===== src/rtl/imem_loader.sv =====
// imem_loader
//   Programs 32-bit instruction words, received over a valid/ready stream,
//   into a byte-wide instruction memory. Each word is written big-endian
//   (MSB at the lowest address) across 4 consecutive byte addresses, so the
//   fetch side can rebuild it as {mem[pc], mem[pc+1], mem[pc+2], mem[pc+3]}.
//
// Ports
//   clk         rising-edge clock
//   rst         asynchronous reset, active low (0 = reset)
//   start       begin a load session (only honoured while idle)
//   base_addr   first byte address of the session, bits [1:0] ignored
//   in_valid    in_word / in_last are valid
//   in_ready    loader accepts a word this cycle
//   in_word     instruction word
//   in_last     this word ends the session
//   mem_we      byte write strobe
//   mem_addr    byte write address (0 when mem_we = 0)
//   mem_wdata   byte write data (0 when mem_we = 0)
//   busy        session in progress
//   done        one-cycle pulse at the end of a session
//   overflow    sticky: a word was dropped because it would run past DEPTH
//   word_count  words fully written in the current session
//
// All outputs are registered. Each accepted word costs one accept cycle plus
// four write cycles.

module imem_loader #(
    parameter int DEPTH  = 512,
    parameter int ADDR_W = 9
) (
    input  logic              clk,
    input  logic              rst,
    input  logic              start,
    input  logic [ADDR_W-1:0] base_addr,
    input  logic              in_valid,
    output logic              in_ready,
    input  logic [31:0]       in_word,
    input  logic              in_last,
    output logic              mem_we,
    output logic [ADDR_W-1:0] mem_addr,
    output logic [7:0]        mem_wdata,
    output logic              busy,
    output logic              done,
    output logic              overflow,
    output logic [ADDR_W-2:0] word_count
);

    typedef enum logic [1:0] {
        IDLE   = 2'd0,
        ACCEPT = 2'd1,
        WRITE  = 2'd2,
        DONE   = 2'd3
    } state_t;

    // The pointer carries one extra bit so that stepping past the top of the
    // memory lands on DEPTH instead of wrapping back to address 0.
    localparam logic [ADDR_W:0]   LAST_PTR   = (ADDR_W+1)'(DEPTH - 4);
    localparam logic [ADDR_W:0]   PTR_STEP   = {{(ADDR_W-2){1'b0}}, 3'b100};
    localparam logic [ADDR_W-1:0] ALIGN_MASK = {{(ADDR_W-2){1'b1}}, 2'b00};
    localparam logic [ADDR_W-2:0] CNT_ONE    = {{(ADDR_W-2){1'b0}}, 1'b1};

    state_t            state_r;
    logic [ADDR_W:0]   ptr_r;
    logic [1:0]        byte_idx_r;
    logic [31:0]       word_r;
    logic              last_r;

    logic [1:0]        nxt_idx_s;
    logic [ADDR_W-1:0] nxt_addr_s;

    // Big-endian byte lane select: lane 0 is the most significant byte.
    function automatic logic [7:0] byte_sel(input logic [31:0] w, input logic [1:0] idx);
        case (idx)
            2'd0:    byte_sel = w[31:24];
            2'd1:    byte_sel = w[23:16];
            2'd2:    byte_sel = w[15:8];
            2'd3:    byte_sel = w[7:0];
            default: byte_sel = 8'd0;
        endcase
    endfunction

    // Lane index and byte address of the next write beat within the word.
    always_comb begin
        nxt_idx_s  = byte_idx_r + 2'd1;
        nxt_addr_s = ptr_r[ADDR_W-1:0] + {{(ADDR_W-2){1'b0}}, nxt_idx_s};
    end

    // Session FSM; outputs are registered and set for the state being entered.
    always_ff @(posedge clk or negedge rst) begin
        if (!rst) begin
            state_r    <= IDLE;
            ptr_r      <= '0;
            byte_idx_r <= 2'd0;
            word_r     <= 32'd0;
            last_r     <= 1'b0;
            in_ready   <= 1'b0;
            mem_we     <= 1'b0;
            mem_addr   <= '0;
            mem_wdata  <= 8'd0;
            busy       <= 1'b0;
            done       <= 1'b0;
            overflow   <= 1'b0;
            word_count <= '0;
        end else begin
            case (state_r)
                IDLE: begin
                    done      <= 1'b0;
                    mem_we    <= 1'b0;
                    mem_addr  <= '0;
                    mem_wdata <= 8'd0;
                    // in_valid is deliberately not looked at here.
                    if (start) begin
                        ptr_r      <= {1'b0, base_addr & ALIGN_MASK};
                        word_count <= '0;
                        overflow   <= 1'b0;
                        in_ready   <= 1'b1;
                        busy       <= 1'b1;
                        state_r    <= ACCEPT;
                    end else begin
                        in_ready <= 1'b0;
                        busy     <= 1'b0;
                        state_r  <= IDLE;
                    end
                end
                ACCEPT: begin
                    if (in_valid) begin
                        word_r   <= in_word;
                        last_r   <= in_last;
                        in_ready <= 1'b0;
                        if (ptr_r > LAST_PTR) begin
                            // No room for a whole word: drop it and close the session.
                            overflow <= 1'b1;
                            busy     <= 1'b0;
                            done     <= 1'b1;
                            state_r  <= DONE;
                        end else begin
                            byte_idx_r <= 2'd0;
                            mem_we     <= 1'b1;
                            mem_addr   <= ptr_r[ADDR_W-1:0];
                            mem_wdata  <= byte_sel(in_word, 2'd0);
                            state_r    <= WRITE;
                        end
                    end else begin
                        state_r <= ACCEPT;
                    end
                end
                WRITE: begin
                    if (byte_idx_r == 2'd3) begin
                        ptr_r      <= ptr_r + PTR_STEP;
                        word_count <= word_count + CNT_ONE;
                        mem_we     <= 1'b0;
                        mem_addr   <= '0;
                        mem_wdata  <= 8'd0;
                        if (last_r) begin
                            busy    <= 1'b0;
                            done    <= 1'b1;
                            state_r <= DONE;
                        end else begin
                            in_ready <= 1'b1;
                            state_r  <= ACCEPT;
                        end
                    end else begin
                        byte_idx_r <= nxt_idx_s;
                        mem_addr   <= nxt_addr_s;
                        mem_wdata  <= byte_sel(word_r, nxt_idx_s);
                        state_r    <= WRITE;
                    end
                end
                DONE: begin
                    done     <= 1'b0;
                    busy     <= 1'b0;
                    in_ready <= 1'b0;
                    state_r  <= IDLE;
                end
                default: begin
                    in_ready  <= 1'b0;
                    mem_we    <= 1'b0;
                    mem_addr  <= '0;
                    mem_wdata <= 8'd0;
                    busy      <= 1'b0;
                    done      <= 1'b0;
                    state_r   <= IDLE;
                end
            endcase
        end
    end

endmodule


===== config.mk =====
export PLATFORM = sky130hd
export DESIGN_NAME = imem_loader
export DESIGN_NICKNAME = d
export VERILOG_FILES = /design/src/rtl/imem_loader.sv
export SDC_FILE = /design/constraint.sdc
export NUM_CORES = 1
export LEC_CHECK = 0
export ABC_AREA = 1
export CAP_MARGIN = 10
export CELL_PAD_IN_SITES_DETAIL_PLACEMENT = 1
export CELL_PAD_IN_SITES_GLOBAL_PLACEMENT = 2
export CORE_UTILIZATION = 27
export DETAILED_ROUTE_END_ITERATION = 10
export PLACE_DENSITY_LB_ADDON = 0.3
export SYNTH_ARGS = -nofsm -noshare
export SYNTH_HDL_FRONTEND = slang
export SYNTH_SLANG_ARGS = --single-unit

===== constraint.sdc =====
create_clock -name clk -period 1.3 [get_ports clk]
set_input_delay 0.39 -clock clk [delete_from_list [all_inputs] [get_ports clk]]
set_output_delay 0.39 -clock clk [all_outputs]
set_load 0.02 [all_outputs]

==> impl_metrics.xml <==
<?xml version="1.0" encoding="UTF-8"?>
<metrics>
  <group name="run_status">
    <metric name="run_status" unit="">finished, violations left</metric>
    <metric name="violations" unit="">negative setup slack</metric>
  </group>
  <group name="sta">
    <metric name="final_min_period_over_clock_period" unit="">1.19</metric>
    <metric name="post-route-worst-setup-slack" unit="ns">-0.250</metric>
    <metric name="hold_viol_final" unit="">0</metric>
    <metric name="worst_clock_skew" unit="ns">0.00728</metric>
    <metric name="report.final.setup_viol" unit="">70</metric>
    <metric name="upper_clock_frequency_limit" unit="GHz">0.645</metric>
    <metric name="rsz0062_at_grt" unit="">yes</metric>
    <metric name="final.min_clock_period" unit="ns">1.55</metric>
    <metric name="drv_slew" unit="">0</metric>
  </group>
  <group name="synthesis">
    <metric name="ys_async_sr_fraction" unit="">1.00</metric>
    <metric name="synthXorXnorAreaFrac" unit="">0.00762</metric>
    <metric name="synth_top_family_by_area" unit="">simple AND/OR/NAND/NOR gates</metric>
    <metric name="ys_top_cells_by_area" unit="">sky130_fd_sc_hd__dfrtp_1, sky130_fd_sc_hd__nand2_1, sky130_fd_sc_hd__mux2_2, sky130_fd_sc_hd__nand3_1, sky130_fd_sc_hd__ha_1</metric>
    <metric name="yosys_warnings" unit="">0</metric>
    <metric name="synthesis.area" unit="um^2">3450</metric>
    <metric name="synth_area_in_compound_gates" unit="">0.0863</metric>
    <metric name="post_synthesis_share_of_cell_area_spent_on_full_adders_half_adders_and_majority_gates" unit="">0.0435</metric>
    <metric name="post_synth_num_cell_types" unit="">30</metric>
    <metric name="synthesized_netlist_cell_count" unit="">393</metric>
    <metric name="synth_simple_gate_area_share" unit="">0.226</metric>
    <metric name="syn_area_per_cell" unit="um^2">8.78</metric>
    <metric name="yosys_register_bits" unit="">67</metric>
    <metric name="post_synth_mux_area_share" unit="">0.0816</metric>
    <metric name="synthesis.nets" unit="">451</metric>
    <metric name="synth_largest_area_cell" unit="">sky130_fd_sc_hd__dfrtp_1</metric>
    <metric name="share_of_the_yosys_chip_area_belonging_to_registers" unit="">0.486</metric>
    <metric name="yosys.area.top_type_share" unit="">0.486</metric>
    <metric name="synth_edf_count" unit="">0</metric>
    <metric name="ys_dominant_reg_cell" unit="">sky130_fd_sc_hd__dfrtp_1</metric>
  </group>
  <group name="die">
    <metric name="initial_core_util" unit="">0.282</metric>
    <metric name="chipWidth" unit="um">115</metric>
    <metric name="die-area" unit="um^2">13200</metric>
    <metric name="ioPinCount" unit="">76</metric>
    <metric name="rows" unit="">40</metric>
    <metric name="die_y" unit="um">115</metric>
    <metric name="coreArea" unit="um^2">12200</metric>
  </group>
  <group name="power_and_ir_drop">
    <metric name="power.leakage" unit="nW">2.82</metric>
    <metric name="total_power_per_unit_cell_area" unit="nW/um^2">2250</metric>
    <metric name="ir_drop" unit="mV">0.970</metric>
  </group>
  <group name="critical_path">
    <metric name="cp_data_required_time" unit="ns">1.55</metric>
    <metric name="cp-startpoint" unit="">state_r[0]$_DFF_PN0_</metric>
    <metric name="maximum_fanout_along_the_worst_path" unit="">5</metric>
    <metric name="critical_path.reg2reg.startpoint" unit="">state_r[0]$_DFF_PN0_</metric>
    <metric name="timing.critical_path.to_type" unit="">register</metric>
    <metric name="worst_setup_path_start_kind" unit="">register</metric>
    <metric name="critical_path_class" unit="">register to register</metric>
    <metric name="crit_arrival" unit="ns">1.80</metric>
  </group>
  <group name="cts">
    <metric name="ctsLongestPathBuffers" unit="">2</metric>
    <metric name="cts_tree" unit="">built</metric>
    <metric name="hold_buffers" unit="">0</metric>
    <metric name="clock_insertion_delay_at_the_later_pin_of_the_skew_report" unit="ns">0.35</metric>
    <metric name="htreeDepth" unit="">3</metric>
    <metric name="cts-buffers-inserted" unit="">9</metric>
    <metric name="clkSinkCount" unit="">67</metric>
    <metric name="cts.reportedPaths.clkPinSlew" unit="ns">0.06</metric>
    <metric name="ctsRootBufferMaster" unit="">sky130_fd_sc_hd__clkbuf_16</metric>
  </group>
  <group name="grt">
    <metric name="grt_pass1_wl" unit="um">18200</metric>
    <metric name="globalRoute.totalOverflow" unit="">0</metric>
    <metric name="grt_pass1_vias" unit="">3639</metric>
    <metric name="grt.total_usage" unit="">0.185</metric>
    <metric name="maximum_number_of_pins_on_one_net_before_global_route_repair" unit="">68</metric>
    <metric name="antenna_found_initial" unit="">0</metric>
  </group>
  <group name="placed_design">
    <metric name="dpl-instance-area" unit="um^2">4810</metric>
    <metric name="port_buffers" unit="">73</metric>
    <metric name="dp_slack" unit="ns">-0.528</metric>
    <metric name="globalplace.congestion" unit="">0.781</metric>
    <metric name="hpwl" unit="um">7620</metric>
  </group>
  <group name="final_layout">
    <metric name="final_area" unit="um^2">5880</metric>
    <metric name="antenna-diode-count" unit="">0</metric>
    <metric name="layout_commonest_cell" unit="">sky130_fd_sc_hd__nand2_1</metric>
    <metric name="nNetsFinal" unit="">609</metric>
    <metric name="post_route_cells_drive_above_1_share" unit="">0.434</metric>
    <metric name="layout.cells.most_common_list" unit="">sky130_fd_sc_hd__nand2_1, sky130_fd_sc_hd__dfrtp_1, sky130_fd_sc_hd__buf_4</metric>
    <metric name="area.growth.synth_to_final" unit="%">70.3</metric>
  </group>
  <group name="routing">
    <metric name="detailroute.via_count" unit="">3336</metric>
    <metric name="drc" unit="">0</metric>
    <metric name="initialDrtViolationCount" unit="">104</metric>
    <metric name="drtAntennaViolNets" unit="">0</metric>
    <metric name="routed_via_density" unit="">4.61</metric>
    <metric name="drt_pass1_iterations" unit="">4</metric>
    <metric name="drt_wl_total" unit="um">11400</metric>
    <metric name="avgRoutedWirePerCell" unit="um">15.7</metric>
  </group>
  <group name="run">
    <metric name="drv.max_cap_violation_count" unit="">0</metric>
  </group>
  <group name="min_path">
    <metric name="holdCritPathClass" unit="">input port to async pin</metric>
  </group>
</metrics>
## critical path, stage by stage, from the launching register on
cell and delay [ns]:
sky130_fd_sc_hd__dfrtp_2 0.45, sky130_fd_sc_hd__inv_4 0.11, sky130_fd_sc_hd__ha_4 0.17, sky130_fd_sc_hd__inv_6 0.05, sky130_fd_sc_hd__o21ai_4 0.22, sky130_fd_sc_hd__nand2_8 0.12
sky130_fd_sc_hd__buf_12 0.16, sky130_fd_sc_hd__o31ai_4 0.17
## registers in the layout, indices dropped and copies added, names as in the netlist
signal	count
byte_idx_r	2
busy	1
word_r	24
done	1
overflow	1
last_r	1
mem_we	1
in_ready	1
mem_addr	9
ptr_r	8
mem_wdata	8
state_r	2
word_count	8
## worst paths after layout
path,endpoint,slack [ns],cells past startpoint
hold reg to reg,word_r[14]$_DFFE_PN0P_,0.50,1
max in group asynchronous,state_r[0]$_DFF_PN0_,0.90,2
setup / recovery,word_count[2]$_DFFE_PN0P_,-0.25,7
hold / removal,word_count[5]$_DFFE_PN0P_,0.05,2
min in group clk,word_r[14]$_DFFE_PN0P_,0.50,1
setup reg to reg,word_count[2]$_DFFE_PN0P_,-0.25,7
## stage by stage
| step | instances | util | hold WS (ns) | TNS (ns) | total power, mW |
|---|---|---|---|---|---|
| finish | 723 | 0.481 | 0.0513 | -12.83 | 13.2 |
| floorplan | 393 | - | 0.0944 | -6.33 | 6.40 |
| global placement | 677 | 0.394 | 0.452 | -25.67 | 8.71 |
| detailed placement | 677 | 0.394 | 0.453 | -26.98 | 8.86 |
| global route | 723 | 0.481 | 0.0882 | -17.16 | 14.1 |
| CTS | 712 | 0.451 | 0.0869 | -11.74 | 12.4 |
## where the power goes
group / switching [mW] / leakage (nW) / internal, mW / total (mW)
Clock: 0.932 / 0.130 / 1.32 / 2.25
Sequential: 0.617 / 0.848 / 2.91 / 3.53
Combinational: 3.77 / 1.84 / 3.68 / 7.45
## cells in the mapped netlist, types with 2 or more instances
cell and n:
sky130_fd_sc_hd__a21oi_1 9, sky130_fd_sc_hd__a31oi_1 3, sky130_fd_sc_hd__buf_2 8, sky130_fd_sc_hd__buf_6 3, sky130_fd_sc_hd__clkbuf_1 3, sky130_fd_sc_hd__dfrtp_1 67
sky130_fd_sc_hd__ha_1 12, sky130_fd_sc_hd__inv_1 34, sky130_fd_sc_hd__inv_2 4, sky130_fd_sc_hd__mux2_2 25, sky130_fd_sc_hd__nand2_1 117, sky130_fd_sc_hd__nand2_2 4
sky130_fd_sc_hd__nand3_1 38, sky130_fd_sc_hd__nand4_1 6, sky130_fd_sc_hd__nor2_1 13, sky130_fd_sc_hd__nor2_4 2, sky130_fd_sc_hd__o211ai_1 2, sky130_fd_sc_hd__o21ai_0 24
sky130_fd_sc_hd__o21bai_1 3, sky130_fd_sc_hd__o22ai_1 2, sky130_fd_sc_hd__o31ai_1 4, sky130_fd_sc_hd__xnor2_1 2
## repair_timing
item	4_1_cts	5_1_grt
resized for setup	223	80
buffers inserted	16	11
pin swaps	24	18
cloned	4	1
endpoints found under the setup margin	96	89
## kinds of logic (layout without fill, tap and decap cells)
logic type,Yosys count,after routing
AOI/OAI and AO/OA,50,50
xor gates and xnor gates,3,3
adders and majority gates,12,12
buffers and inverters,53,214
DFF,67,67
muxes,25,25
other,1,1
and+or+nand+nor,182,183
## cell type report
| class | count | area [um^2] |
|---|---|---|
| Clock buffer | 10 | 239 |
| Clock inverter | 5 | 30.0 |
| Fill cell | 1400 | 6340 |
| Inverter | 39 | 195 |
| Multi-Input combinational cell | 274 | 1940 |
| Sequential cell | 67 | 1680 |
| Tap cell | 168 | 210 |
| Timing Repair Buffer | 159 | 1570 |
| Timing Repair inverter | 1 | 11.3 |
## metal layers
metal | vias up | share of wire | GRT usage
met1 | 1656 | 0.43 | 0.225
li1 | 1607 | - | -
met3 | 16 | 0.041 | 0.0511
met2 | 57 | 0.51 | 0.308
met5 | - | 0 | 0
met4 | 0 | 0.021 | 0.0762
(Power assumes the default switching activity.)
